==> src/rtl/rtc_pkg.sv <==
// Shared types and constants for the RTC bus scheduler: FSM state encoding,
// write-group select codes and the idle level of the RTC parallel bus.
package rtc_pkg;

  typedef enum logic [2:0] {
    ST_IDLE,
    ST_START_ESC,
    ST_WAIT_ESC,
    ST_START_LEE,
    ST_WAIT_LEE,
    ST_GUARD
  } state_t;

  localparam logic [1:0] SEL_NONE  = 2'b00;
  localparam logic [1:0] SEL_HORA  = 2'b01;
  localparam logic [1:0] SEL_FECHA = 2'b10;
  localparam logic [1:0] SEL_TIMER = 2'b11;

  typedef struct packed {
    logic a_d;
    logic cs;
    logic rd;
    logic wr;
  } bus_t;

  localparam bus_t BUS_IDLE = 4'b1111;

  // Returns {timer, fecha, hora}.
  function automatic logic [2:0] sel_onehot(input logic [1:0] sel);
    case (sel)
      SEL_HORA:  sel_onehot = 3'b001;
      SEL_FECHA: sel_onehot = 3'b010;
      SEL_TIMER: sel_onehot = 3'b100;
      default:   sel_onehot = 3'b000;
    endcase
  endfunction

endpackage

==> src/rtl/rtc_bus_scheduler_if.sv <==
// Request, engine handshake and RTC bus signals around the scheduler.
// master = user/engine side, slave = scheduler.
interface rtc_bus_scheduler_if;
  logic       req_esc;
  logic [1:0] esc_sel;
  logic       esc_done, lee_done;
  logic       a_d_esc, cs_esc, rd_esc, wr_esc;
  logic       a_d_lee, cs_lee, rd_lee, wr_lee;
  logic       do_it_esc, do_it_lee;
  logic       estado_hora, estado_fecha, estado_timer;
  logic       a_d, cs, rd, wr;
  logic       busy, abort, err;

  modport master (
    output req_esc, esc_sel, esc_done, lee_done,
           a_d_esc, cs_esc, rd_esc, wr_esc,
           a_d_lee, cs_lee, rd_lee, wr_lee,
    input  do_it_esc, do_it_lee, estado_hora, estado_fecha, estado_timer,
           a_d, cs, rd, wr, busy, abort, err
  );

  modport slave (
    input  req_esc, esc_sel, esc_done, lee_done,
           a_d_esc, cs_esc, rd_esc, wr_esc,
           a_d_lee, cs_lee, rd_lee, wr_lee,
    output do_it_esc, do_it_lee, estado_hora, estado_fecha, estado_timer,
           a_d, cs, rd, wr, busy, abort, err
  );
endinterface

==> src/rtl/rtc_period_timer.sv <==
// Free-running 0..PERIOD-1 counter; wrap is high during the last count.
module rtc_period_timer #(
  parameter int PERIOD = 10_000_000
) (
  input  logic clk,
  input  logic reset,
  output logic wrap
);
  localparam int CW = (PERIOD > 1) ? $clog2(PERIOD) : 1;

  logic [CW-1:0] cnt;

  assign wrap = (cnt == CW'(PERIOD - 1));

  always_ff @(posedge clk or negedge reset)
    if (!reset)    cnt <= '0;
    else if (wrap) cnt <= '0;
    else           cnt <= cnt + CW'(1);
endmodule

==> src/rtl/rtc_bus_scheduler.sv <==
// RTC bus owner: arbitrates user writes over periodic reads, strobes engines,
// muxes the bus with guard gaps. Optional wait timeout: RTC_SCHED_TIMEOUT_EN.
module rtc_bus_scheduler
  import rtc_pkg::*;
#(
  parameter int READ_PERIOD = 10_000_000,
  parameter int TIMEOUT     = 4096,
  parameter int GUARD_CYC   = 4
) (
  input logic                 clk,
  input logic                 reset,
  rtc_bus_scheduler_if.slave  sif
);
  localparam int GW = (GUARD_CYC > 1) ? $clog2(GUARD_CYC) : 1;

  state_t        state, state_nx;
  logic          pend_esc, pend_lee, wrap, tmo_hit, guard_done;
  logic [1:0]    sel_q;
  logic [2:0]    estado_q;
  logic [GW-1:0] gcnt;
  bus_t          esc_b, lee_b, bus_o;

  rtc_period_timer #(.PERIOD(READ_PERIOD)) u_period (
    .clk   (clk),
    .reset (reset),
    .wrap  (wrap)
  );

  assign guard_done = (gcnt == GW'(GUARD_CYC - 1));
  assign esc_b = '{sif.a_d_esc, sif.cs_esc, sif.rd_esc, sif.wr_esc};
  assign lee_b = '{sif.a_d_lee, sif.cs_lee, sif.rd_lee, sif.wr_lee};

`ifdef RTC_SCHED_TIMEOUT_EN
  localparam int TW = (TIMEOUT > 1) ? $clog2(TIMEOUT) : 1;
  logic [TW-1:0] wcnt;
  logic          in_wait, cur_done, abort_q, err_q;

  assign in_wait  = (state == ST_WAIT_ESC) || (state == ST_WAIT_LEE);
  assign cur_done = ((state == ST_WAIT_ESC) && sif.esc_done) ||
                    ((state == ST_WAIT_LEE) && sif.lee_done);
  assign tmo_hit  = in_wait && (wcnt == TW'(TIMEOUT - 1)) && !cur_done;

  always_ff @(posedge clk or negedge reset)
    if (!reset) begin
      wcnt    <= '0;
      abort_q <= 1'b0;
      err_q   <= 1'b0;
    end else begin
      wcnt    <= in_wait ? wcnt + TW'(1) : '0;
      abort_q <= tmo_hit;
      err_q   <= err_q | tmo_hit;
    end

  assign sif.abort = abort_q;
  assign sif.err   = err_q;
`else
  // Waits never expire in this build.
  assign tmo_hit   = (TIMEOUT < 0);
  assign sif.abort = 1'b0;
  assign sif.err   = 1'b0;
`endif

  always_ff @(posedge clk or negedge reset)
    if (!reset) state <= ST_IDLE;
    else        state <= state_nx;

  always_comb begin
    state_nx = state;
    case (state)
      ST_IDLE:      if (pend_esc)      state_nx = ST_START_ESC;
                    else if (pend_lee) state_nx = ST_START_LEE;
      ST_START_ESC: state_nx = ST_WAIT_ESC;
      ST_WAIT_ESC:  if (sif.esc_done || tmo_hit) state_nx = ST_GUARD;
      ST_START_LEE: state_nx = ST_WAIT_LEE;
      ST_WAIT_LEE:  if (sif.lee_done || tmo_hit) state_nx = ST_GUARD;
      ST_GUARD:     if (guard_done) state_nx = ST_IDLE;
      default:      state_nx = ST_IDLE;
    endcase
  end

  always_comb begin
    case (state)
      ST_START_ESC, ST_WAIT_ESC: bus_o = esc_b;
      ST_START_LEE, ST_WAIT_LEE: bus_o = lee_b;
      default:                   bus_o = BUS_IDLE;
    endcase
  end

  assign sif.do_it_esc = (state == ST_START_ESC);
  assign sif.do_it_lee = (state == ST_START_LEE);
  assign sif.busy      = (state != ST_IDLE);
  assign {sif.a_d, sif.cs, sif.rd, sif.wr} = bus_o;
  assign {sif.estado_timer, sif.estado_fecha, sif.estado_hora} = estado_q;

  // A request in the same cycle as the start re-arms pend_esc (set wins).
  always_ff @(posedge clk or negedge reset)
    if (!reset) begin
      pend_esc <= 1'b0;
      pend_lee <= 1'b0;
      sel_q    <= SEL_NONE;
      estado_q <= '0;
      gcnt     <= '0;
    end else begin
      if (sif.req_esc && (sif.esc_sel != SEL_NONE)) begin
        pend_esc <= 1'b1;
        sel_q    <= sif.esc_sel;
      end else if (state_nx == ST_START_ESC) begin
        pend_esc <= 1'b0;
      end
      if (wrap)                            pend_lee <= 1'b1;
      else if (state_nx == ST_START_LEE)   pend_lee <= 1'b0;
      if (state_nx == ST_START_ESC)        estado_q <= sel_onehot(sel_q);
      else if ((state_nx == ST_GUARD) && (state != ST_GUARD)) estado_q <= '0;
      gcnt <= (state == ST_GUARD) ? gcnt + GW'(1) : '0;
    end
endmodule

==> src/flat_wrapper.sv <==
// flat-port wrapper written by rule: the top's interface ports become plain ports
module rtc_bus_scheduler_flat import rtc_pkg::*;
#(
  parameter int READ_PERIOD = 10_000_000,
  parameter int TIMEOUT     = 4096,
  parameter int GUARD_CYC   = 4
)
  (clk, reset, sif_req_esc, sif_esc_sel, sif_esc_done, sif_lee_done, sif_a_d_esc, sif_cs_esc, sif_rd_esc, sif_wr_esc, sif_a_d_lee, sif_cs_lee, sif_rd_lee, sif_wr_lee, sif_do_it_esc, sif_do_it_lee, sif_estado_hora, sif_estado_fecha, sif_estado_timer, sif_a_d, sif_cs, sif_rd, sif_wr, sif_busy, sif_abort, sif_err);
  rtc_bus_scheduler_if sif_i ();
  input logic clk;
  input logic reset;
  input wire logic [$bits(sif_i.req_esc)-1:0] sif_req_esc;
  input wire logic [$bits(sif_i.esc_sel)-1:0] sif_esc_sel;
  input wire logic [$bits(sif_i.esc_done)-1:0] sif_esc_done;
  input wire logic [$bits(sif_i.lee_done)-1:0] sif_lee_done;
  input wire logic [$bits(sif_i.a_d_esc)-1:0] sif_a_d_esc;
  input wire logic [$bits(sif_i.cs_esc)-1:0] sif_cs_esc;
  input wire logic [$bits(sif_i.rd_esc)-1:0] sif_rd_esc;
  input wire logic [$bits(sif_i.wr_esc)-1:0] sif_wr_esc;
  input wire logic [$bits(sif_i.a_d_lee)-1:0] sif_a_d_lee;
  input wire logic [$bits(sif_i.cs_lee)-1:0] sif_cs_lee;
  input wire logic [$bits(sif_i.rd_lee)-1:0] sif_rd_lee;
  input wire logic [$bits(sif_i.wr_lee)-1:0] sif_wr_lee;
  output wire logic [$bits(sif_i.do_it_esc)-1:0] sif_do_it_esc;
  output wire logic [$bits(sif_i.do_it_lee)-1:0] sif_do_it_lee;
  output wire logic [$bits(sif_i.estado_hora)-1:0] sif_estado_hora;
  output wire logic [$bits(sif_i.estado_fecha)-1:0] sif_estado_fecha;
  output wire logic [$bits(sif_i.estado_timer)-1:0] sif_estado_timer;
  output wire logic [$bits(sif_i.a_d)-1:0] sif_a_d;
  output wire logic [$bits(sif_i.cs)-1:0] sif_cs;
  output wire logic [$bits(sif_i.rd)-1:0] sif_rd;
  output wire logic [$bits(sif_i.wr)-1:0] sif_wr;
  output wire logic [$bits(sif_i.busy)-1:0] sif_busy;
  output wire logic [$bits(sif_i.abort)-1:0] sif_abort;
  output wire logic [$bits(sif_i.err)-1:0] sif_err;
  assign sif_i.req_esc = sif_req_esc;
  assign sif_i.esc_sel = sif_esc_sel;
  assign sif_i.esc_done = sif_esc_done;
  assign sif_i.lee_done = sif_lee_done;
  assign sif_i.a_d_esc = sif_a_d_esc;
  assign sif_i.cs_esc = sif_cs_esc;
  assign sif_i.rd_esc = sif_rd_esc;
  assign sif_i.wr_esc = sif_wr_esc;
  assign sif_i.a_d_lee = sif_a_d_lee;
  assign sif_i.cs_lee = sif_cs_lee;
  assign sif_i.rd_lee = sif_rd_lee;
  assign sif_i.wr_lee = sif_wr_lee;
  assign sif_do_it_esc = sif_i.do_it_esc;
  assign sif_do_it_lee = sif_i.do_it_lee;
  assign sif_estado_hora = sif_i.estado_hora;
  assign sif_estado_fecha = sif_i.estado_fecha;
  assign sif_estado_timer = sif_i.estado_timer;
  assign sif_a_d = sif_i.a_d;
  assign sif_cs = sif_i.cs;
  assign sif_rd = sif_i.rd;
  assign sif_wr = sif_i.wr;
  assign sif_busy = sif_i.busy;
  assign sif_abort = sif_i.abort;
  assign sif_err = sif_i.err;
  rtc_bus_scheduler #(.READ_PERIOD(READ_PERIOD), .TIMEOUT(TIMEOUT), .GUARD_CYC(GUARD_CYC)) u_core (.clk(clk), .reset(reset), .sif(sif_i));
endmodule
==> config.mk <==
export PLATFORM = sky130hd
export DESIGN_NAME = rtc_bus_scheduler_flat
export DESIGN_NICKNAME = d
export VERILOG_FILES = /design/src/rtl/rtc_pkg.sv /design/src/rtl/rtc_bus_scheduler_if.sv /design/src/rtl/rtc_period_timer.sv /design/src/rtl/rtc_bus_scheduler.sv /design/src/flat_wrapper.sv
export SDC_FILE = /design/constraint.sdc
export NUM_CORES = 1
export LEC_CHECK = 0
export BUFFER_PORTS_ARGS = -buffer_cell sky130_fd_sc_hd__buf_2
export CELL_PAD_IN_SITES_DETAIL_PLACEMENT = 1
export CELL_PAD_IN_SITES_GLOBAL_PLACEMENT = 1
export CORE_ASPECT_RATIO = 1.25
export CORE_MARGIN = 5
export CORE_UTILIZATION = 40
export CTS_CLUSTER_DIAMETER = 60
export CTS_CLUSTER_SIZE = 30
export DETAILED_ROUTE_END_ITERATION = 6
export PLACE_DENSITY = 0.71
export SETUP_SLACK_MARGIN = 0.2
export SLEW_MARGIN = 20
export SYNTH_ARGS = -nofsm -noshare
export SYNTH_HDL_FRONTEND = slang
export SYNTH_SLANG_ARGS = --single-unit
==> constraint.sdc <==
create_clock -name clk -period 3.83 [get_ports clk]
set_input_delay 0.383 -clock clk [delete_from_list [all_inputs] [get_ports clk]]
set_output_delay 0.383 -clock clk [all_outputs]
set_load 0.05 [all_outputs]
Yosys cells after proc, flatten, opt, wreduce, memory -nomap -nowiden
Index checks and enable logic that the tools add are counted.

operators by class
  $add $sub $neg = 2
  mux-type cells = 16
  eq/ne operators = 14
  reductions and logical operators = 10

operators with widths
  operator                                              number
  adder 24 x 1 -> 24 bit (second input constant)        1
  equality test 24 bit (second input constant)          1
  two-way mux 24 bit                                    1
  two-way mux 3 bit                                     7
  one-hot mux 3 bit (6 select lines)                    1
  equality test 3 x 2 -> 1 bit (second input constant)  3
  equality test 3 bit (second input constant)           3
  one-hot mux 3 bit (3 select lines)                    1
  one-hot mux 4 bit (2 select lines)                    1
  nonzero test 2 bit                                    4
  equality test 2 bit (second input constant)           3
  equality test 3 x 1 -> 1 bit (second input constant)  2
  two-way mux 1 bit                                     4
  OR reduction 2 bit                                    2
  logical NOT 3 bit                                     1
  inequality test 3 bit (second input constant)         1
  nonzero test 3 bit                                    1
  adder 2 x 1 -> 2 bit (second input constant)          1
  equality test 2 x 1 -> 1 bit (second input constant)  1
  logical AND 1 bit                                     2
  two-way mux 2 bit                                     1

word-level totals
  word-level logic and storage cells = 49
  output and inout bits = 12
  register bits = 36
  input port bits = 15

Depth between registers and ports, before layout
  word-level depth = 7
  mapped depth = 5
  depth with buffers taken out = 5

Cells and area by module
From an unflattened synthesis, not the netlist that was laid out.

unflattened totals
  cells, all modules = 183
  area total of the unflattened synthesis = 1866.8 um^2

modules (own cells, without submodules)
  module             cells each  instances  seq. area each (um^2)  area an instance (um^2)
  rtc_period_timer   104         1          600.6                  1147.4
  rtc_bus_scheduler  79          1          300.3                  719.4

Least setup slack after synthesis
Ideal clock, no wire load.

  path kind = register -> output
  from = register u_core.state[0]
  to = output sif_do_it_esc
  path slack = 1.688 ns
  buffers on the path = 1
  data required time = 3.447 ns
  stages on the path, launching flop included = 3
  arrival time = 1.759 ns
  cells stage by stage = dfrtp_1 -> clkbuf_1 -> nor3b_1

on the way
  word-level cells in the longest chain between the ends = 1

RTL lines
  element                       RTL line                 source
  start: declaration            rtc_bus_scheduler.sv:16  state_t state, state_nx;
  start signal: assignment      rtc_bus_scheduler.sv:65  else state <= state_nx;
  equality test 3 x 1 -> 1 bit  rtc_bus_scheduler.sv:89  assign sif.do_it_esc = (state == ST_START_ESC);
  end: declaration              flat_wrapper.sv:24       output wire logic [$bits(sif_i.do_it_esc)-1:0] sif_do_it_esc;

No other way between the ends.

Worst setup path after layout
  from = register u_core.state[1]
  to = output sif_wr

on the way
  word-level cells in the longest chain between the ends = 3
  elaborated cells between the ends (all ways) = 7
  those cells by class = eq/ne: 4; mux: 1; reduce/logical: 2

RTL lines
  element                                               RTL line                 source
  equality test 3 x 2 -> 1 bit (tied with other cells)  rtc_bus_scheduler.sv:82  case (state)
  OR reduction 2 bit                                    rtc_bus_scheduler.sv:82
  one-hot mux 4 bit (2 select lines) *                  rtc_bus_scheduler.sv:82
  end: declaration                                      flat_wrapper.sv:32       output wire logic [$bits(sif_i.wr)-1:0] sif_wr;

Mark *: on every way between the ends. The rest lies on a longest branch, timed or not.

==> tab_implementation.tex <==
\begin{tabular}{lr}
\hline
Metric & Value \\
\hline
\multicolumn{2}{l}{\textbf{Route}} \\
\quad Vias & 1508 \\
\quad Remaining design rule violation count & 0 \\
\quad Routed length per placed instance & 16.3 um \\
\quad Wirelength, routed & 4500 um \\
\quad Post-detailed-route via-to-cell ratio & 5.44 \\
\quad Antenna-violating nets left & 0 \\
\quad DRT iter0 DRCs & 43 \\
\quad DRT Pass-1 Iters & 4 \\
\multicolumn{2}{l}{\textbf{Layout}} \\
\quad Util after Layout & 46.4\% \\
\quad Area Overhead vs Synth & 12.8\% \\
\quad Number of inserted diodes & 0 \\
\quad Post-route standard cell area excluding fillers & 2210 sq um \\
\quad Layout cells sized above 1 & 20.7\% \\
\quad Final net count & 233 \\
\quad Total of fill cells in the finished design & 577 \\
\multicolumn{2}{l}{\textbf{Setup path}} \\
\quad Critical path required time & 3450 ps \\
\quad Worst EP arrival & 1800 ps \\
\quad Biggest cell delay along the critical path & 610 ps \\
\quad Critical path capture point type & primary output \\
\quad Critical path launch point type & flop \\
\quad Cell with the biggest individual delay on the critical path & dfrtp\_1 \\
\quad Critical-path maximum fanout & 11 \\
\quad Category of the critical setup timing path & flop to primary output \\
\quad Ordered list of cells on the worst path & nand2b\_1, nor2\_1, a21oi\_1, o22a\_1, buf\_2 \\
\multicolumn{2}{l}{\textbf{Timing}} \\
\quad Slew margin rel. & 46.7\% \\
\quad Hold Vio Cnt, Final & 0 \\
\quad Total negative slack for setup checks & 0 ps \\
\quad Final setup vio count & 0 \\
\quad Share of the cycle needed by the critical path after routing & 56.9\% \\
\quad Tmin final & 2180 ps \\
\quad Max-slew violation total from the final report & 0 \\
\quad Highest attainable clock frequency & 0.459 GHz \\
\quad RSZ-0062 raised after global routing & no \\
\quad Setup Skew & 7.91 ps \\
\quad Actual slew at the worst max-slew pin & 799 ps \\
\multicolumn{2}{l}{\textbf{Floorplanning}} \\
\quad Core Box Area & 4760 sq um \\
\quad Starting density of the core & 41.2\% \\
\quad Top-Level Pins & 27 \\
\quad Std-Cell Rows & 28 \\
\quad Vertical die dimension & 88.3 um \\
\quad Die area & 6410 sq um \\
\quad Die outline width & 72.6 um \\
\multicolumn{2}{l}{\textbf{Logic synthesis}} \\
\quad Number of enable-type register cells in the synthesized netlist & 0 \\
\quad Fraction of post-synthesis cell area in the top cell type by area & 45.9\% \\
\quad Synth Warn \# & 0 \\
\quad Cell types with the largest area share after synthesis & dfrtp\_1 (46\%), xnor2\_1 (6.3\%), nor2\_1 (3.3\%) \\
\quad Commonest cells in the netlist & dfrtp\_1 (36), nor2\_1 (17), xnor2\_1 (14) \\
\quad Share of async-settable or async-resettable flops after synthesis & 100\% \\
\quad Dominant cell by count in the synthesized netlist & dfrtp\_1 \\
\quad Proportion of synthesized chip area in sequential cells & 45.9\% \\
\quad Largest area contributor in the synthesized netlist & dfrtp\_1 \\
\quad Top flip-flop cell by instance count after synthesis & dfrtp\_1 \\
\quad Netlist area before placement & 1960 sq um \\
\quad Synthesis-stage register bit count & 36 \\
\quad Synthesized area divided by synthesized cell count & 10.3 sq um \\
\quad Synth cell types & 49 \\
\quad Syn Inst Count & 191 \\
\multicolumn{2}{l}{\textbf{Clocking}} \\
\quad Number of sinks handled by clock tree synthesis & 36 \\
\quad Clock transition time at the flip-flop clock pins of the worst setup and hold paths & 70 ps \\
\quad Cts-stage hold buffer count & 0 \\
\quad \# H-tree levels & 2 \\
\quad Count of buffers added by post-CTS timing repair for setup & 0 \\
\quad Clock tree from TritonCTS & built \\
\quad Clock root buffer master & clkbuf\_8 \\
\quad Buffer levels on the longest clock path & 2 \\
\quad Count of instances resized after the clock tree is built & 0 \\
\quad Clock latency reported for the late side of the worst-skew pair & 280 ps \\
\quad TritonCTS Buffers & 5 \\
\multicolumn{2}{l}{\textbf{Min path}} \\
\quad Tightest Hold Check Type & input port to asynchronous set/reset pin \\
\multicolumn{2}{l}{\textbf{Placed design}} \\
\quad Final weighted congestion of routability-driven global placement & 0.809 \\
\quad Cell area after placement & 2120 sq um \\
\quad \# port buffers & 24 \\
\quad Placed wire-length estimate after detailed placement & 3390 um \\
\multicolumn{2}{l}{\textbf{Global route}} \\
\quad Via count of the first global-routing pass & 1720 \\
\quad Sum of overflow across all layers after global routing & 0 \\
\quad Maximum number of pins on one net before global-route repair & 37 \\
\quad Initial antenna violation count & 0 \\
\quad First-pass GRT wire length & 7780 um \\
\quad GRT Overall Usage & 15.4\% \\
\multicolumn{2}{l}{\textbf{Pwr}} \\
\quad Pwr per Cell Area & 550 nW/um\^{}2 \\
\quad P\_leak & 0.000990 uW \\
\quad Highest ir drop seen on vdd & 213 uV \\
\multicolumn{2}{l}{\textbf{Outcome}} \\
\quad Status & finished, final reports clean \\
\multicolumn{2}{l}{\textbf{Job}} \\
\quad Max Cap Violations & 0 \\
\hline
\end{tabular}
layout make-up:
cell class / count / area, sq um / area share [%]
Clock inverter: 1 / 7.51 / 0.339
Timing Repair Buffer: 24 / 120 / 5.43
Tap cell: 60 / 75.1 / 3.39
Clock buffer: 7 / 86.3 / 3.90
Inverter: 11 / 41.3 / 1.87
Sequential cell: 36 / 901 / 40.7
Multi-Input combinational cell: 138 / 981 / 44.3
per-layer routing:
layer  track usage (%)  vias to the layer above  wire length (um)
li1                  -                      727                 -
met1              16.8                      749              1740
met2              28.7                       26              2520
met3              3.52                        6               206
met4              5.54                        0                36
met5                 0                        -                 0
registers in the layout, indices dropped and copies added, names as in the netlist:
register,count
u_core.state,3
u_core.pend_esc,1
u_core.sel_q,2
u_core.gcnt,2
u_core.u_period.cnt,24
u_core.pend_lee,1
u_core.estado_q,3
critical path, delay by kind of cell (launching register included):
family	cells	cell delay (ps)
AOI/OAI and AO/OA	2	260
buffers and inverters	1	210
DFF	1	610
and+or+nand+nor	2	440
logic make-up after synthesis:
logic type	count (synthesis)	synth area share, %
flip-flops	36	45.9
adder cells (fa/ha/maj)	2	1.28
AND/OR/NAND/NOR	84	27.9
AO/OA/AOI/OAI	27	9.96
XOR/XNOR	19	8.49
other	1	0.191
buffers and inverters	18	4.21
multiplexers	4	2.04
power breakdown:
part / switching (uW) / internal, uW / total, uW / leakage (uW)
logic: 311 / 145 / 456 / 0.000472
registers: 67.1 / 418 / 485 / 0.000473
clock network: 130 / 146 / 276 / 0.0000445
placed cells by master, fill, tap and decap left out, types with 3 or more instances in the layout:
| cell type | synthesis | routed |
|---|---|---|
| nand2b_1 | 3 | 3 |
| nor3_1 | 7 | 7 |
| nand2_1 | 12 | 12 |
| nand4_1 | 6 | 6 |
| clkbuf_8 | 0 | 6 |
| mux2i_1 | 4 | 4 |
| nor2_1 | 17 | 17 |
| nand3_1 | 10 | 10 |
| inv_1 | 11 | 11 |
| dfrtp_1 | 36 | 36 |
| nor4_1 | 4 | 4 |
| nor3b_1 | 3 | 3 |
| o22a_1 | 4 | 4 |
| a21oi_1 | 6 | 6 |
| o21ai_0 | 4 | 4 |
| xnor2_1 | 14 | 14 |
| buf_2 | 3 | 24 |
| xor2_1 | 5 | 5 |
through the flow:
stage          setup slack (ps)  hold slack [ps]  std cells  power (uW)
2_1_floorplan              1690             87.4        192         842
6_report                   1650              182        277        1220
3_5_place_dp               1940              430        269         954
3_3_place_gp               2040              421        269         932
4_1_cts                    1620              203        277        1240
5_1_grt                    1500              259        277        1290
final timing paths:
path	from	to	slack, ps	cells after the start
setup / recovery	u_core.state[1]	sif_wr	1650	5
hold / removal	reset	u_core.u_period.cnt[2]	180	1
setup reg to reg	u_core.u_period.cnt[0]	u_core.u_period.cnt[7]	1970	5
hold reg to reg	u_core.gcnt[0]	u_core.gcnt[0]	430	1
max in group asynchronous	reset	u_core.gcnt[0]	3140	1
min in group clk	sif_esc_sel[0]	u_core.pend_esc	360	3
(Power assumes the default switching activity.)
